===== src/rtl/clk_mon_pkg.sv =====
// ============================================================================
// clk_mon_pkg : shared types and default constants for clk_ratio_monitor
// Revision    : 1.0
// ============================================================================
`default_nettype none

package clk_mon_pkg;

  typedef enum logic [1:0] {
    IDLE    = 2'd0,
    MEASURE = 2'd1,
    LOCKED  = 2'd2
  } state_t;

  localparam int DEF_EXP_HALF = 4;
  localparam int DEF_LOCK_CNT = 4;
  localparam int DEF_TIMEOUT  = 8;
  localparam int ERR_MAX      = 255;

endpackage

`default_nettype wire


===== src/rtl/clk_ratio_monitor_edge_sync.sv =====
// ============================================================================
// edge_sync : two-flop sampler of the divided clock with an any-edge detector
// Revision  : 1.0
// ============================================================================
`default_nettype none

module edge_sync (
  input  logic clk,
  input  logic reset,
  input  logic din,
  output logic edge_det
);

  logic s0;
  logic s1;

  always_ff @(posedge clk) begin
    if (!reset) begin
      s0 <= 1'b0;
      s1 <= 1'b0;
    end else begin
      s0 <= din;
      s1 <= s0;
    end
  end

  assign edge_det = s0 ^ s1;

endmodule

`default_nettype wire


===== src/rtl/clk_ratio_monitor.sv =====
// ============================================================================
// clk_ratio_monitor : measures each half-period of a divided clock against an
//                     expected ratio; reports lock, error pulses, error count
// Revision          : 1.0
// ============================================================================
`default_nettype none

module clk_ratio_monitor
  import clk_mon_pkg::*;
#(
  parameter int CNT_W    = 8,
  parameter int EXP_HALF = DEF_EXP_HALF,
  parameter int LOCK_CNT = DEF_LOCK_CNT,
  parameter int TIMEOUT  = DEF_TIMEOUT
) (
  input  logic             clk,
  input  logic             reset,
  input  logic             div_clk_in,
  output logic [CNT_W-1:0] half_period,
  output logic             meas_valid,
  output logic             locked,
  output logic             err,
  output logic [7:0]       err_count
);

  localparam int               GOOD_W    = $clog2(LOCK_CNT + 1);
  localparam logic [CNT_W-1:0] EXP_C     = CNT_W'(EXP_HALF);
  localparam logic [CNT_W-1:0] TIMEOUT_C = CNT_W'(TIMEOUT);
  localparam logic [CNT_W-1:0] CNT_MAX   = '1;
  localparam logic [GOOD_W-1:0] LOCK_C   = GOOD_W'(LOCK_CNT);
  localparam logic [7:0]       ERR_MAX_C = 8'(ERR_MAX);

  logic              edge_det;
  state_t            state, state_n;
  logic [CNT_W-1:0]  run_cnt, run_cnt_n;
  logic [GOOD_W-1:0] good_cnt, good_n;
  logic [CNT_W-1:0]  half_n;
  logic              mv_n;
  logic              locked_n;
  logic              err_n;
  logic [7:0]        errc_n;
  logic [7:0]        errc_inc;

  edge_sync u_edge_sync (
    .clk      (clk),
    .reset    (reset),
    .din      (div_clk_in),
    .edge_det (edge_det)
  );

  assign errc_inc = (err_count == ERR_MAX_C) ? err_count : err_count + 8'd1;

  always_comb begin
    state_n   = state;
    run_cnt_n = edge_det ? CNT_W'(1)
                         : ((run_cnt == CNT_MAX) ? run_cnt : run_cnt + 1'b1);
    good_n    = good_cnt;
    half_n    = half_period;
    mv_n      = 1'b0;
    locked_n  = locked;
    err_n     = 1'b0;
    errc_n    = err_count;

    unique case (state)
      IDLE: begin
        if (edge_det) state_n = MEASURE;
      end
      MEASURE, LOCKED: begin
        if (edge_det) begin
          // An edge landing on the timeout count is still a measurement.
          half_n = run_cnt;
          mv_n   = 1'b1;
          if (run_cnt == EXP_C) begin
            good_n = (good_cnt == LOCK_C) ? good_cnt : good_cnt + 1'b1;
            if (good_n == LOCK_C) begin
              state_n  = LOCKED;
              locked_n = 1'b1;
            end
          end else begin
            err_n    = 1'b1;
            errc_n   = errc_inc;
            good_n   = '0;
            state_n  = MEASURE;
            locked_n = 1'b0;
          end
        end else if (run_cnt == TIMEOUT_C) begin
          err_n    = 1'b1;
          errc_n   = errc_inc;
          good_n   = '0;
          locked_n = 1'b0;
          state_n  = IDLE;
        end
      end
      default: state_n = IDLE;
    endcase
  end

  always_ff @(posedge clk) begin
    if (!reset) begin
      state       <= IDLE;
      run_cnt     <= '0;
      good_cnt    <= '0;
      half_period <= '0;
      meas_valid  <= 1'b0;
      locked      <= 1'b0;
      err         <= 1'b0;
      err_count   <= '0;
    end else begin
      state       <= state_n;
      run_cnt     <= run_cnt_n;
      good_cnt    <= good_n;
      half_period <= half_n;
      meas_valid  <= mv_n;
      locked      <= locked_n;
      err         <= err_n;
      err_count   <= errc_n;
    end
  end

endmodule

`default_nettype wire


===== config.mk =====
export PLATFORM = sky130hd
export DESIGN_NAME = clk_ratio_monitor
export DESIGN_NICKNAME = d
export VERILOG_FILES = /design/src/rtl/clk_mon_pkg.sv /design/src/rtl/clk_ratio_monitor_edge_sync.sv /design/src/rtl/clk_ratio_monitor.sv
export SDC_FILE = /design/constraint.sdc
export NUM_CORES = 1
export LEC_CHECK = 0
export BUFFER_PORTS_ARGS = -buffer_cell sky130_fd_sc_hd__buf_4
export CAP_MARGIN = 20
export CORE_ASPECT_RATIO = 0.7
export CORE_UTILIZATION = 56
export CTS_CLUSTER_SIZE = 30
export DETAILED_ROUTE_END_ITERATION = 10
export PLACE_DENSITY = 0.8
export SLEW_MARGIN = 30
export SYNTH_ARGS = -nofsm -noshare
export SYNTH_HDL_FRONTEND = slang
export SYNTH_SLANG_ARGS = --single-unit

===== constraint.sdc =====
create_clock -name clk -period 2.2 [get_ports clk]
set_clock_uncertainty 0.1 [all_clocks]
set_input_delay 0.22 -clock clk [delete_from_list [all_inputs] [get_ports clk]]
set_output_delay 0.22 -clock clk [all_outputs]
set_load 0.02 [all_outputs]

* Word-level counts from Yosys, hierarchy flattened *
Cells that the tools add are included.

cells by class
  reductions and logical operators = 10
  muxes and demuxes = 24
  eq/ne operators = 14
  bitwise gates (word level) = 2
  add/subtract/negate cells = 3

operators with widths
  kind                                                                      count
  8-bit two-way mux                                                         4
  8-bit by 1-bit adder with 8-bit output (second input constant)            2
  8-bit equality test (second input constant)                               2
  3-bit two-way mux                                                         4
  1-bit two-way mux                                                         10
  2-bit two-way mux                                                         5
  3-bit AND reduction                                                       3
  8-bit by 3-bit equality test with 1-bit output (second input constant)    1
  8-bit by 4-bit equality test with 1-bit output (second input constant)    1
  3-bit equality test (second input constant)                               2
  2-bit inequality test (second input constant)                             3
  2-bit AND reduction                                                       3
  4-bit inequality test (second input constant)                             1
  2-bit case mux with 2 select lines                                        1
  2-bit OR reduction                                                        2
  3-bit by 1-bit adder with 3-bit output (second input constant)            1
  3-bit by 2-bit inequality test with 1-bit output (second input constant)  1
  3-bit inequality test (second input constant)                             1
  2-bit by 1-bit equality test with 1-bit output (second input constant)    1
  2-bit equality test (second input constant)                               1
  2-bit zero test                                                           1
  2-bit nonzero test                                                        1
  1-bit inverter                                                            1
  1-bit XOR                                                                 1

word-level totals
  logic and storage cells = 64
  input bits = 3
  register bits after elaboration = 34
  output and inout port bits = 19

* Logic depth before layout (Yosys ltp) *
Gate-level depths: netlist of the first run.

  depth in word-level cells = 7
  mapped depth = 8
  mapped depth without buffers = 7

* Hierarchy *
Synthesis of the first run repeated with hierarchy kept, for this count alone.

second synthesis, totals
  cells, all modules = 200
  area, all modules = 1,710.4 µm²

modules (own cells, without submodules)
  module             instances  area an instance (µm²)  sequential area each (µm²)  cells each
  clk_ratio_monitor  1          1,647.8                 640.6                       195
  edge_sync          1          62.6                    40.0                        5

* Worst setup path after synthesis of the first run *
No wires, ideal clock.

  path kind = reg2reg
  start point = register run_cnt[0]
  end point = register err_count[2]
  data required time = 1.965 ns
  buffers on the path = 1
  arrival = 1.656 ns
  cell stages (with the launch flop) = 9
  path slack = 0.309 ns
  setup time = 0.135 ns
  clock period less this slack = 1.891 ns
  cells stage by stage = dfxtp_1 -> inv_1 -> ha_1 -> nor2b_1 -> a31oi_1 -> o21ai_2 -> buf_4 -> o311ai_0 -> o41ai_1

between the ends
  word-level cells in the longest chain between the ends = 3
  elaborated cells on any way between the ends = 5
  classes of those cells = eq/ne: 3; reduce/logical: 2

ends and longest elaborated chain
  item                                                                                                              line                                              text
  start, declared                                                                                                   clk_ratio_monitor.sv:35                           logic [CNT_W-1:0] run_cnt, run_cnt_n;
  start signal, assigned                                                                                            clk_ratio_monitor.sv:110                          run_cnt <= run_cnt_n;
  8-bit by 3-bit equality test with 1-bit output or 8-bit by 4-bit equality test with 1-bit output (tied branches)  clk_ratio_monitor.sv:73, clk_ratio_monitor.sv:86
  2-bit inequality test (no line) or 2-bit nonzero test (tied branches)                                             -
  3-bit AND reduction (no line) (*)                                                                                 -
  end signal, assigned                                                                                              clk_ratio_monitor.sv:116                          err_count <= errc_n;
  end, declared                                                                                                     clk_ratio_monitor.sv:23                           output logic [7:0] err_count

Every way passes the cells marked *; elsewhere a longest branch is shown, timed or not.
A chain may end at the register's enable or synchronous reset.

* Final worst setup path of the first run *
  start point = register run_cnt[1]
  end point = register err_count[0]

The elaborated chain is that of the path after synthesis.

==> metrics.md, run 1 <==
| Metric | Value |
|---|---|
| CP max stage delay | `0.39 ns` |
| EDFF count, synth | `0` |
| Yosys reg bits | `34` |
| Clk_lat worst skew | `0.29 ns` |
| Initial antenna violation count | `0` |
| Clock buffer count from CTS | `5` |
| Combinational Power Share | `13.5%` |
| Hold Path End | `u_edge_sync.s0$_SDFF_PN0_` |
| Number of distinct library cells after synthesis | `47` |
| Global route overflow | `0` |
| Sequential share of power | `49.5%` |
| Slowest-stage cell, CP | `dfxtp_1` |
| FMAX | `~0.48 GHz` |
| Die width | `67.5 µm` |
| Worst path required time | `2.32 ns` |
| DRT antenna net count | `0` |
| Fin. Hold Viols | `0` |
| Drt initial violations | `61` |
| Die Y | `47.8 µm` |
| Post-route setup TNS | `0 ns` |
| Area of the die | `0.00323 mm²` |
| Cell count after synthesis | `200` |
| Layout cell share with drive strength beyond 1 | `a little under a fifth` |
| Clock Tree Buf Depth | `2` |
| Root buf cell | `clkbuf_8` |
| FF-to-FF Start | `run_cnt[1]$_SDFFE_PP0P_` |
| Setup Viol. Count Final | `0` |
| Hold Path Class | `in -> reg` |
| Peak VDD IR | `0.522 mV` |
| Syn. warnings | `0` |
| Fin crit share | `93.7%` |
| Area grow syn2layout | `18.3%` |
| Status | `finished, final reports clean` |
| Netlist Area Pre-Place | `0.00168 mm²` |
| DR WL/cell | `14.5 µm` |
| Psw | `346 µW` |
| Total GRT Usage | `26.9%` |
| RSZ-0062 raised after global routing | `false` |
| Final Wtd Congestion | `0.900` |
| N_diodes | `0` |
| DRC errors left | `0` |
| First drt pass iteration count | `4` |
| Commonest non-fill, non-tap cell in the layout | `dfxtp_1` |
| Nets@finish | `237` |
| Hold Path Depth | `2` |
| Pins Over Slew Limit | `0` |
| Largest net degree at the start of global routing | `16` |
| Worst Path Max Fanout | `9` |
| First-pass GRT wire length | `6100 µm` |
| Async S/R FF share, synth | `0%` |
| Post-CTS sizing | `0` |
| Clock tree from TritonCTS | `built` |
| Post-DP HPWL | `2740 µm` |
| Core Area | `about 0.0028 mm²` |
| Depth of the most critical reg-to-reg path | `8` |
| Arrival time of the worst setup path | `2.19 ns` |
| Row Count | `16` |
| Clock power frac | `36.9%` |
| H-tree levels | `2` |
| Ys flop type | `dfxtp_1` |
| Setup bufs post-CTS | `0` |
| CTS hold repair buffers | `0` |
| Clock sink count | `34` |
| Initial Utilization | `59.6%` |
| Cell Int Power | `954 µW` |
| Seq/Total Area, Yosys | `between 40% and 50%` |
| Routed vias | `1,516` |
| Crit. End Element | `flop` |
| Hold path start | `div_clk_in` |
| Pwr Density | `654 mW/mm²` |
| P_leak | `0.788 nW` |
| Worst R2R End | `err_count[0]$_SDFFE_PN0P_` |
| Vias in the first global route | `approximately 1,400` |
| Critical Path Source Type | `flop` |
| Sw frac | `26.6%` |
| R2r setup slk | `~0.14 ns` |
| Syn nets | `210` |
| Max-Cap Viols | `0` |
| Crit path kind | `reg -> reg` |
| Io pins | `22` |
| DR vias/cell | `5.74` |
| Routed WL | `around 3800 µm` |
| Util after Layout | `around 70%` |
| CP cell instances | `inv_1, ha_1, nor2b_1, a31oi_1, o21ai_2, buf_4, or3_1, a21oi_1` |
| Most frequent cells in the layout | `34 x dfxtp_1, 30 x buf_4, 26 x nand2_1, 20 x a21oi_1, 16 x nor2_1` |
| Fin crit period | `2.06 ns` |
| Worst-Margin Slew | `0.527 ns` |
| Relative slew margins | `64.6%` |
| Clock transition at the registers of the reported paths | `0.07 ns` |
| Synthesized area per cell | `8.41 µm²` |
| Number of I/O port buffers | `21` |
-- Yosys cell counts (2+ instances only) --
cell type / count / share of area (%)
nor2_1: 16 / 3.6
nand3_1: 14 / 4.2
dfxtp_1: 34 / 40
nand2_1: 26 / 5.8
nand2b_1: 2 / 0.74
o211ai_1: 2 / 0.89
o41ai_1: 2 / 1.0
xor2_1: 2 / 1.0
ha_1: 7 / 5.2
nand4_1: 3 / 1.1
nand3b_1: 2 / 0.89
xnor2_1: 4 / 2.1
mux2i_1: 6 / 3.6
o21ai_0: 3 / 0.89
and2_1: 3 / 1.1
a41oi_1: 2 / 1.0
a31oi_1: 2 / 0.74
clkbuf_1: 6 / 1.3
and3_1: 3 / 1.1
or3_1: 3 / 1.1
buf_4: 2 / 0.89
a21oi_1: 20 / 6.0
nor3_1: 5 / 1.5
o31ai_1: 2 / 0.89
inv_1: 7 / 1.6
-- stage by stage --
step	power (mW)	area [µm²]	hold WS (ns)	worst slack [ns]	instances
global placement	0.822	1900	0.339	0.240	256
global route	1.35	1990	0.0379	0.0279	264
finish	1.30	1990	0.0373	0.138	264
CTS	1.30	1990	0.0347	0.153	264
floorplan	0.778	1680	0.247	0.309	200
detailed placement	0.832	1900	0.335	0.160	256
-- flip-flops by register name, indices dropped and copies added (netlist names) --
name and count:
err_count 8, half_period 8, run_cnt 8, good_cnt 3
state 2, err 1, locked 1, meas_valid 1
u_edge_sync.s0 1, u_edge_sync.s1 1
-- kinds of logic (layout without fill, tap and decap cells) --
kind of cell	count (synthesis)	in the layout	share of synthesized area [%]
AOI/OAI and AO/OA	45	45	17.6
xor gates and xnor gates	6	6	3.12
adders and majority gates	7	7	5.21
buffers and inverters	18	46	4.98
DFF	34	34	40.5
muxes	6	6	3.57
and+or+nand+nor	84	84	25.1
-- power by group through the flow --
stage / logic (mW) / registers, mW / clock network, mW
2_1_floorplan: 0.114 / 0.664 / 0
3_3_place_gp: 0.165 / 0.657 / 0
3_5_place_dp: 0.174 / 0.658 / 0
4_1_cts: 0.175 / 0.644 / 0.485
5_1_grt: 0.193 / 0.646 / 0.511
6_report: 0.176 / 0.644 / 0.480
-- critical path: cells and delay by family, from the launching register on --
kind / cells / cell delay (ns)
compound gates: 3 / 0.53
simple gates: 2 / 0.51
flops: 1 / 0.39
buf+inv: 2 / 0.28
fa+ha+maj: 1 / 0.19
-- cell type report --
class                           count  area, µm²
Clock inverter                      1       5.00
Sequential cell                    34        681
Fill cell                         224        833
Clock buffer                        7       86.3
Timing Repair Buffer               30        225
Tap cell                           36       45.0
Inverter                            8       30.0
Multi-Input combinational cell    148        917
-- per-layer routing --
layer | up-vias | part of all wire [%] | GRT usage (%)
met5 | - | 0 | 0
met4 | 0 | 1.5 | 11.5
met3 | 6 | 5.6 | 9.29
met2 | 47 | 45 | 41.0
met1 | 703 | 48 | 35.0
li1 | 760 | - | -
-- how the worst max path moves through the flow --
stage,startpoint,endpoint,cells after the start
6_report,run_cnt[1]$_SDFFE_PP0P_,err_count[0]$_SDFFE_PN0P_,8
5_1_grt,run_cnt[1]$_SDFFE_PP0P_,err_count[2]$_SDFFE_PN0P_,8
4_1_cts,run_cnt[1]$_SDFFE_PP0P_,err_count[2]$_SDFFE_PN0P_,8
3_5_place_dp,run_cnt[1]$_SDFFE_PP0P_,err_count[2]$_SDFFE_PN0P_,8
3_3_place_gp,run_cnt[1]$_SDFFE_PP0P_,err_count[2]$_SDFFE_PN0P_,8
2_1_floorplan,run_cnt[0]$_SDFFE_PN0P_,err_count[2]$_SDFFE_PN0P_,8
Power figures use the tool's default switching activity.
==> run 2, diff against run 1 <==
SYNTH_HIERARCHICAL = 1   (was unset)
==> run 2 against run 1 <==
Net effect: hold slack gained 0.0094 ns; design area increased by 0.25%; global-route usage decreased by 1.6 points; first-iteration DRC count rose by 95%; synthesized cell count unchanged; combinational power grew 36%; critical path depth shrank 2; clock power is 11% lower; total power increased by 2.2%; critical endpoint is now state[0]$_SDFFE_PN0P_; highest routed layer unchanged.
==> metrics.md, run 2 <==
| Metric | Value |
|---|---|
| Status | `finished, final reports clean` |
| Synth Area in Compound Gates | `about 16%` |
| Area of the die | `0.00328 mm²` |
| Post-route cell area | `approximately 0.002 mm²` |
| Largest cells by area after synthesis | `dfxtp_1 40%, nand2_1 6.4%, a21oi_1 5.3%` |
| Async S/R FF share, synth | `0%` |
| Layout cell share with drive strength beyond 1 | `roughly a fifth` |
| Area grow syn2layout | `16.6%` |
| Clock power frac | `between 30% and 40%` |
| Most common library cells after synthesis | `34 x dfxtp_1, 29 x nand2_1, 18 x a21oi_1` |
| Initial Utilization | `about three fifths` |
| Crit path kind | `reg -> reg` |
| First-pass GRT wire length | `roughly 5900 µm` |
| DRT antenna net count | `0` |
| Io pins | `22` |
| Simple-Gate Fraction of Synth Area | `between 20% and 30%` |
| Routed WL | `between 3000 and 4000 µm` |
| Pwr Density | `666 mW/mm²` |
| CTS hold repair buffers | `0` |
| Cell count after synthesis | `200` |
| Clock Tree Buf Depth | `2` |
| Worst R2R End | `state[0]$_SDFFE_PN0P_` |
| Hold Path End | `u_edge_sync/s0$_SDFF_PN0_` |
| Fin crit period | `2.08 ns` |
| DRC errors left | `0` |
| Die Y | `48.2 µm` |
| Share of the synthesized area in the top cell type | `39.8%` |
| Vias in the first global route | `1,297` |
| P_leak | `0.819 nW` |
| Cell Int Power | `949 µW` |
| DR vias/cell | `5.78` |
| Cell taking the most area after synthesis | `dfxtp_1` |
| Psw | `380 µW` |
| Number of I/O port buffers | `21` |
| Commonest non-fill, non-tap cell in the layout | `dfxtp_1` |
| Sw frac | `between 20 and 30%` |
| Largest net degree at the start of global routing | `18` |
| Worst-Margin Slew | `0.477 ns` |
| Reg area | `~700 µm²` |
| Row Count | `16` |
| Syn. warnings | `6` |
| Hold Path Class | `in -> reg` |
| Initial antenna violation count | `0` |
| Mux contribution to synthesized area | `under 10%` |
| Routed vias | `1,526` |
| R2r setup slk | `roughly 0.12 ns` |
| EDFF count, synth | `0` |
| Largest family of logic cells by synthesized area | `simple AND/OR/NAND/NOR gates` |
| Relative slew margins | `68.1%` |
| Fin. Hold Viols | `0` |
| Post-route setup TNS | `0 ns` |
| Hold path start | `div_clk_in` |
| Util after Layout | `70.2%` |
| Root buf cell | `clkbuf_8` |
| Global route overflow | `0` |
| Crit. End Element | `flop` |
| Setup ws final | `between 0.1 and 0.15 ns` |
| Critical Path Source Type | `flop` |
| Clock buffer count from CTS | `5` |
| Post-route insts no fill | `264` |
| Clock sink count | `34` |
| Sequential share of power | `about half` |
| Hold Path Depth | `2` |
| Clock tree from TritonCTS | `built` |
| Synth Area in XOR/XNOR | `2.05%` |
| H-tree levels | `2` |
| Ys flop type | `dfxtp_1` |
| Count leader, synth | `dfxtp_1` |
| Worst Path Max Fanout | `6` |
| Dpl ws | `0.145 ns` |
| Final Wtd Congestion | `0.855` |
| Area of placed instances | `between 0.0015 and 0.002 mm²` |
| Largest regs | `err_count (8), half_period (8), run_cnt (8)` |
| Pins Over Slew Limit | `0` |
| Area of the multi-input gates | `just over 900 µm²` |
| Total power | `1.33 mW` |
| Yosys reg bits | `34` |
| Cells after DPL | `256` |
| Filler instances | `242` |
| Total GRT Usage | `25.3%` |
| Setup Viol. Count Final | `0` |
| Netlist Area Pre-Place | `0.00171 mm²` |
| Max-Cap Viols | `0` |
| FMAX | `~0.48 GHz` |
| Die width | `68.1 µm` |
| RSZ-0062 raised after global routing | `false` |
| Synth Area in Adders | `around 5%` |
| Post-DP HPWL | `between 2000 and 3000 µm` |
| FF-to-FF Start | `good_cnt[0]$_SDFFE_PN0P_` |
| Most frequent cells in the layout | `33 x dfxtp_1, 29 x nand2_1, 29 x buf_4, 18 x a21oi_1, 15 x nor2_1` |
| Number of distinct library cells after synthesis | `50` |
| Core Area | `0.00284 mm²` |
| DR WL/cell | `14.0 µm` |
| Fin crit share | `a little over nine tenths` |
| Peak VDD IR | `0.450 mV` |
| Clock transition at the registers of the reported paths | `roughly 0.070 ns` |
| Arrival time of the worst setup path | `2.20 ns` |
| Nets@finish | `238` |
| Syn nets | `210` |
| Clk_lat worst skew | `0.29 ns` |
| Depth of the most critical reg-to-reg path | `6` |
| Combinational Power Share | `18.0%` |
| Worst hold margin | `0.0467 ns` |
| Seq/Total Area, Yosys | `between 30% and 40%` |
| First drt pass iteration count | `4` |
| Worst path required time | `2.32 ns` |
| Drt initial violations | `119` |
| N_diodes | `0` |
| Synthesized area per cell | `8.55 µm²` |
run 2: kinds of logic after synthesis:
| group | count (synthesis) |
|---|---|
| simple gates | 87 |
| mux | 6 |
| buf+inv | 20 |
| compound gates | 42 |
| xor+xnor | 4 |
| flops | 34 |
| fa+ha+maj | 7 |
run 2: how the worst max path moves through the flow:
| stage | startpoint | to | slack (ns) | cells past startpoint |
|---|---|---|---|---|
| floorplan | run_cnt[0]$_SDFFE_PN0P_ | err_count[7]$_SDFFE_PN0P_ | 0.29 | 7 |
| CTS | run_cnt[0]$_SDFFE_PN0P_ | err_count[5]$_SDFFE_PN0P_ | 0.13 | 7 |
| detailed placement | run_cnt[0]$_SDFFE_PN0P_ | err_count[7]$_SDFFE_PN0P_ | 0.14 | 7 |
| global placement | run_cnt[0]$_SDFFE_PN0P_ | err_count[7]$_SDFFE_PN0P_ | 0.26 | 7 |
| global route | run_cnt[1]$_SDFFE_PP0P_ | err_count[5]$_SDFFE_PN0P_ | 0.01 | 7 |
| finish | good_cnt[0]$_SDFFE_PN0P_ | state[0]$_SDFFE_PN0P_ | 0.12 | 6 |
run 2: what timing repair did:
action                                  in CTS  in global routing
resized for setup                            0                  3
endpoints found under the setup margin       0                  3
buffers inserted                             0                  1
run 2: layer usage:
| metal | global-route usage, % | vias up | wire [µm] |
|---|---|---|---|
| met4 | 8.75 | 0 | 19 |
| met2 | 41.8 | 37 | 1730 |
| met5 | 0 | - | 0 |
| li1 | - | 754 | - |
| met3 | 6.31 | 4 | 223 |
| met1 | 32.9 | 731 | 1720 |
run 2: critical path: stages (launching register included):
cell,delay (ns)
dfxtp_1,0.42
inv_1,0.09
ha_1,0.26
or3b_1,0.38
a311o_1,0.37
a21oi_1,0.20
mux2i_1,0.20
run 2: power by group through the flow:
stage / Sequential (mW) / Combinational, mW / Clock (mW)
floorplan: 0.677 / 0.170 / 0
global placement: 0.670 / 0.220 / 0
detailed placement: 0.673 / 0.230 / 0
CTS: 0.659 / 0.232 / 0.440
global route: 0.662 / 0.264 / 0.471
finish: 0.660 / 0.240 / 0.429
run 2: area by class of cell:
type	instances	share of cell area (%)
inverter	12	2.26
clock inverter	2	0.502
multi-input combinational	146	46.4
timing repair buffer	29	10.9
tap	36	2.26
sequential	34	34.2
clock buffer	5	3.45
==> run 3, diff against run 2 <==
ABC_AREA = 1   (was unset)
CORE_UTILIZATION = 57   (was 56)
PLACE_DENSITY = 0.81   (was 0.8)
==> run 3 against run 2 <==
Net effect: sequential power increased by 13%; clock power up 29%; non-clock buffer count decreased by 7; maximum frequency grew 23%; critical path type unchanged; clock-buffer cell count is 2 higher; flip-flop and latch count unchanged; sequential share of layout area decreased by 1.2 points.
==> metrics.md, run 3 <==
| Metric | Value |
|---|---|
| CTS hold repair buffers | `0` |
| Crit path top cell by count | `nor2_1` |
| Syn. warnings | `6` |
| Yosys reg bits | `34` |
| Area of the die | `~0.0033 mm²` |
| Routed vias | `around 1,600` |
| Util after Layout | `72.1%` |
| Global route overflow | `0` |
| Nets@finish | `between 200 and 300` |
| Setup bufs post-CTS | `0` |
| Relative slew margins | `65.4%` |
| Synthesized area per cell | `about 7.2 µm²` |
| Sw frac | `33.4%` |
| Largest cells by area after synthesis | `dfxtp_1 38%, nand2_1 10%, inv_1 8.1%` |
| Clock tree from TritonCTS | `built` |
| Clk_lat worst skew | `0.28 ns` |
| Commonest non-fill, non-tap cell in the layout | `nand2_1` |
| P_leak | `0.962 nW` |
| Most common library cells after synthesis | `48 x nand2_1, 38 x inv_1, 34 x dfxtp_1` |
| Post-route setup TNS | `0 ns` |
| Crit path kind | `reg -> reg` |
| Layout cell share with drive strength beyond 1 | `16.1%` |
| Pwr Density | `905 mW/mm²` |
| Combinational Power Share | `30.2%` |
| Hold Path Class | `in -> reg` |
| Row Count | `16` |
| FMAX | `0.592 GHz` |
| Cell Int Power | `around 1.2 mW` |
| Vias in the first global route | `between 1,000 and 1,500` |
| Async S/R FF share, synth | `0%` |
| Clock power frac | `between 20% and 30%` |
| DRC errors left | `0` |
| Peak VDD IR | `0.581 mV` |
| Crit. End Element | `flop` |
| First-pass GRT wire length | `a little under 6000 µm` |
| Area grow syn2layout | `16.7%` |
| RSZ-0062 raised after global routing | `false` |
| Core Area | `0.00286 mm²` |
| Status | `finished, final reports clean` |
| Total GRT Usage | `23.5%` |
| Initial Utilization | `61.8%` |
| DR vias/cell | `5.04` |
| Die width | `68.6 µm` |
| Fin. Hold Viols | `0` |
| Io pins | `22` |
| Netlist Area Pre-Place | `0.00177 mm²` |
| Post-CTS sizing | `0` |
| DRT antenna net count | `0` |
| Sequential share of power | `40.1%` |
| Clock transition at the registers of the reported paths | `0.06 ns` |
| Clock Tree Buf Depth | `2` |
| N_diodes | `0` |
| Most frequent cells in the layout | `48 x nand2_1, 38 x inv_1, 34 x dfxtp_1, 27 x nor2_1, 22 x buf_4` |
| Critical Path Source Type | `flop` |
| Largest regs | `err_count (8), half_period (8), run_cnt (8)` |
| Drt initial violations | `139` |
| Max-Cap Viols | `0` |
| Worst path required time | `2.28 ns` |
| First drt pass iteration count | `4` |
| Psw | `624 µW` |
| Routed WL | `3540 µm` |
| Clock sink count | `34` |
| EDFF count, synth | `0` |
| Worst path bufs/invs | `2` |
| Cell taking the most area after synthesis | `dfxtp_1` |
| Count leader, synth | `nand2_1` |
| Initial antenna violation count | `0` |
| Arrival time of the worst setup path | `roughly 1.8 ns` |
| Final Wtd Congestion | `0.840` |
| Fin crit share | `about three quarters` |
| Setup Viol. Count Final | `0` |
| Slowest-stage cell, CP | `dfxtp_1` |
| Worst-Margin Slew | `around 0.51 ns` |
| Syn nets | `257` |
| Ys flop type | `dfxtp_1` |
| Post-DP HPWL | `2620 µm` |
| DR WL/cell | `11.4 µm` |
| Root buf cell | `clkbuf_8` |
| Clock buffer count from CTS | `5` |
| Share of the synthesized area in the top cell type | `38.5%` |
| Seq/Total Area, Yosys | `between 30 and 40%` |
| Largest net degree at the start of global routing | `16` |
| Filler instances | `238` |
| CP cell instances | `inv_1, nand2_1, nand2_1, nand2_1, inv_1, nand2_2, nor2_1, nor2_1, nor2_1, nor2_1` |
| Cell count after synthesis | `247` |
| Cell family with most CP delay | `simple AND/OR/NAND/NOR gates` |
| CP max stage delay | `between 0.3 and 0.4 ns` |
| Number of distinct library cells after synthesis | `28` |
| Die Y | `48.6 µm` |
| Fin crit period | `about 1.7 ns` |
| Pins Over Slew Limit | `0` |
| Number of I/O port buffers | `21` |
| Worst Path Max Fanout | `8` |
| H-tree levels | `2` |
[run 3: cell types whose count changed after synthesis, moves of 7 or more]
cell      delta
nand3_1     +13
nand2b_1     -7
nand2_1     +19
nor2_1      +12
inv_1       +27
o21ai_0      +7
[run 3: layout make-up]
cell class                      instances  area (µm²)  area share, %
Timing Repair Buffer                   22         165           8.00
Multi-Input combinational cell        168         911           44.1
Clock buffer                            7        76.3           3.70
Sequential cell                        34         681           33.0
Inverter                               41         155           7.52
Tap cell                               36        45.0           2.18
Clock inverter                          1        30.0           1.46
[run 3: logic make-up (layout without fill, tap and decap cells)]
| logic type | Yosys count | count (layout) | share of synthesized area (%) |
|---|---|---|---|
| buf+inv | 45 | 71 | 9.98 |
| xor+xnor | 7 | 7 | 3.47 |
| simple gates | 111 | 111 | 29.6 |
| compound gates | 43 | 43 | 13.5 |
| fa+ha+maj | 7 | 7 | 4.95 |
| flops | 34 | 34 | 38.5 |
[run 3: final timing paths]
kind                            cells after the start  slack [ns]                        end                       from
worst max-delay path                               10        0.51      state[1]$_SDFFE_PN0P_  u_edge_sync/s0$_SDFF_PN0_
worst min-delay path                                3        0.04  u_edge_sync/s0$_SDFF_PN0_                 div_clk_in
worst max register to register                     10        0.51      state[1]$_SDFFE_PN0P_  u_edge_sync/s0$_SDFF_PN0_
worst min register to register                      2        0.34  u_edge_sync/s1$_SDFF_PN0_  u_edge_sync/s0$_SDFF_PN0_
[run 3: power groups by stage]
| stage | Sequential, mW | Combinational (mW) | Clock, mW |
|---|---|---|---|
| detailed placement | 0.761 | 0.556 | 0 |
| finish | 0.748 | 0.564 | 0.555 |
| floorplan | 0.814 | 0.348 | 0 |
| CTS | 0.748 | 0.562 | 0.560 |
| global placement | 0.763 | 0.548 | 0 |
| global route | 0.757 | 0.630 | 0.597 |
[run 3: worst min-delay path: cells and delay by family]
family | cells | cell delay (ns)
buf+inv | 2 | 0.13
simple gates | 1 | 0.04
[run 3: per-layer routing]
layer,vias to the layer above,wire length [µm],GRT usage (%)
met2,34,1380,30.7
met4,0,41,8.68
met5,-,0,0
li1,829,-,-
met1,689,1910,35.5
met3,4,199,7.31
[run 3: metrics by stage]
stage	cell area, µm²	std cells	total power [mW]	hold WS, ns	setup slack [ns]
after floorplan	1770	247	1.16	0.213	0.600
after global placement	1960	301	1.31	0.322	0.566
after detailed placement	1960	301	1.32	0.330	0.542
after CTS	2060	309	1.87	0.0388	0.532
after global routing	2060	309	1.98	0.0380	0.367
final	2060	309	1.87	0.0366	0.510
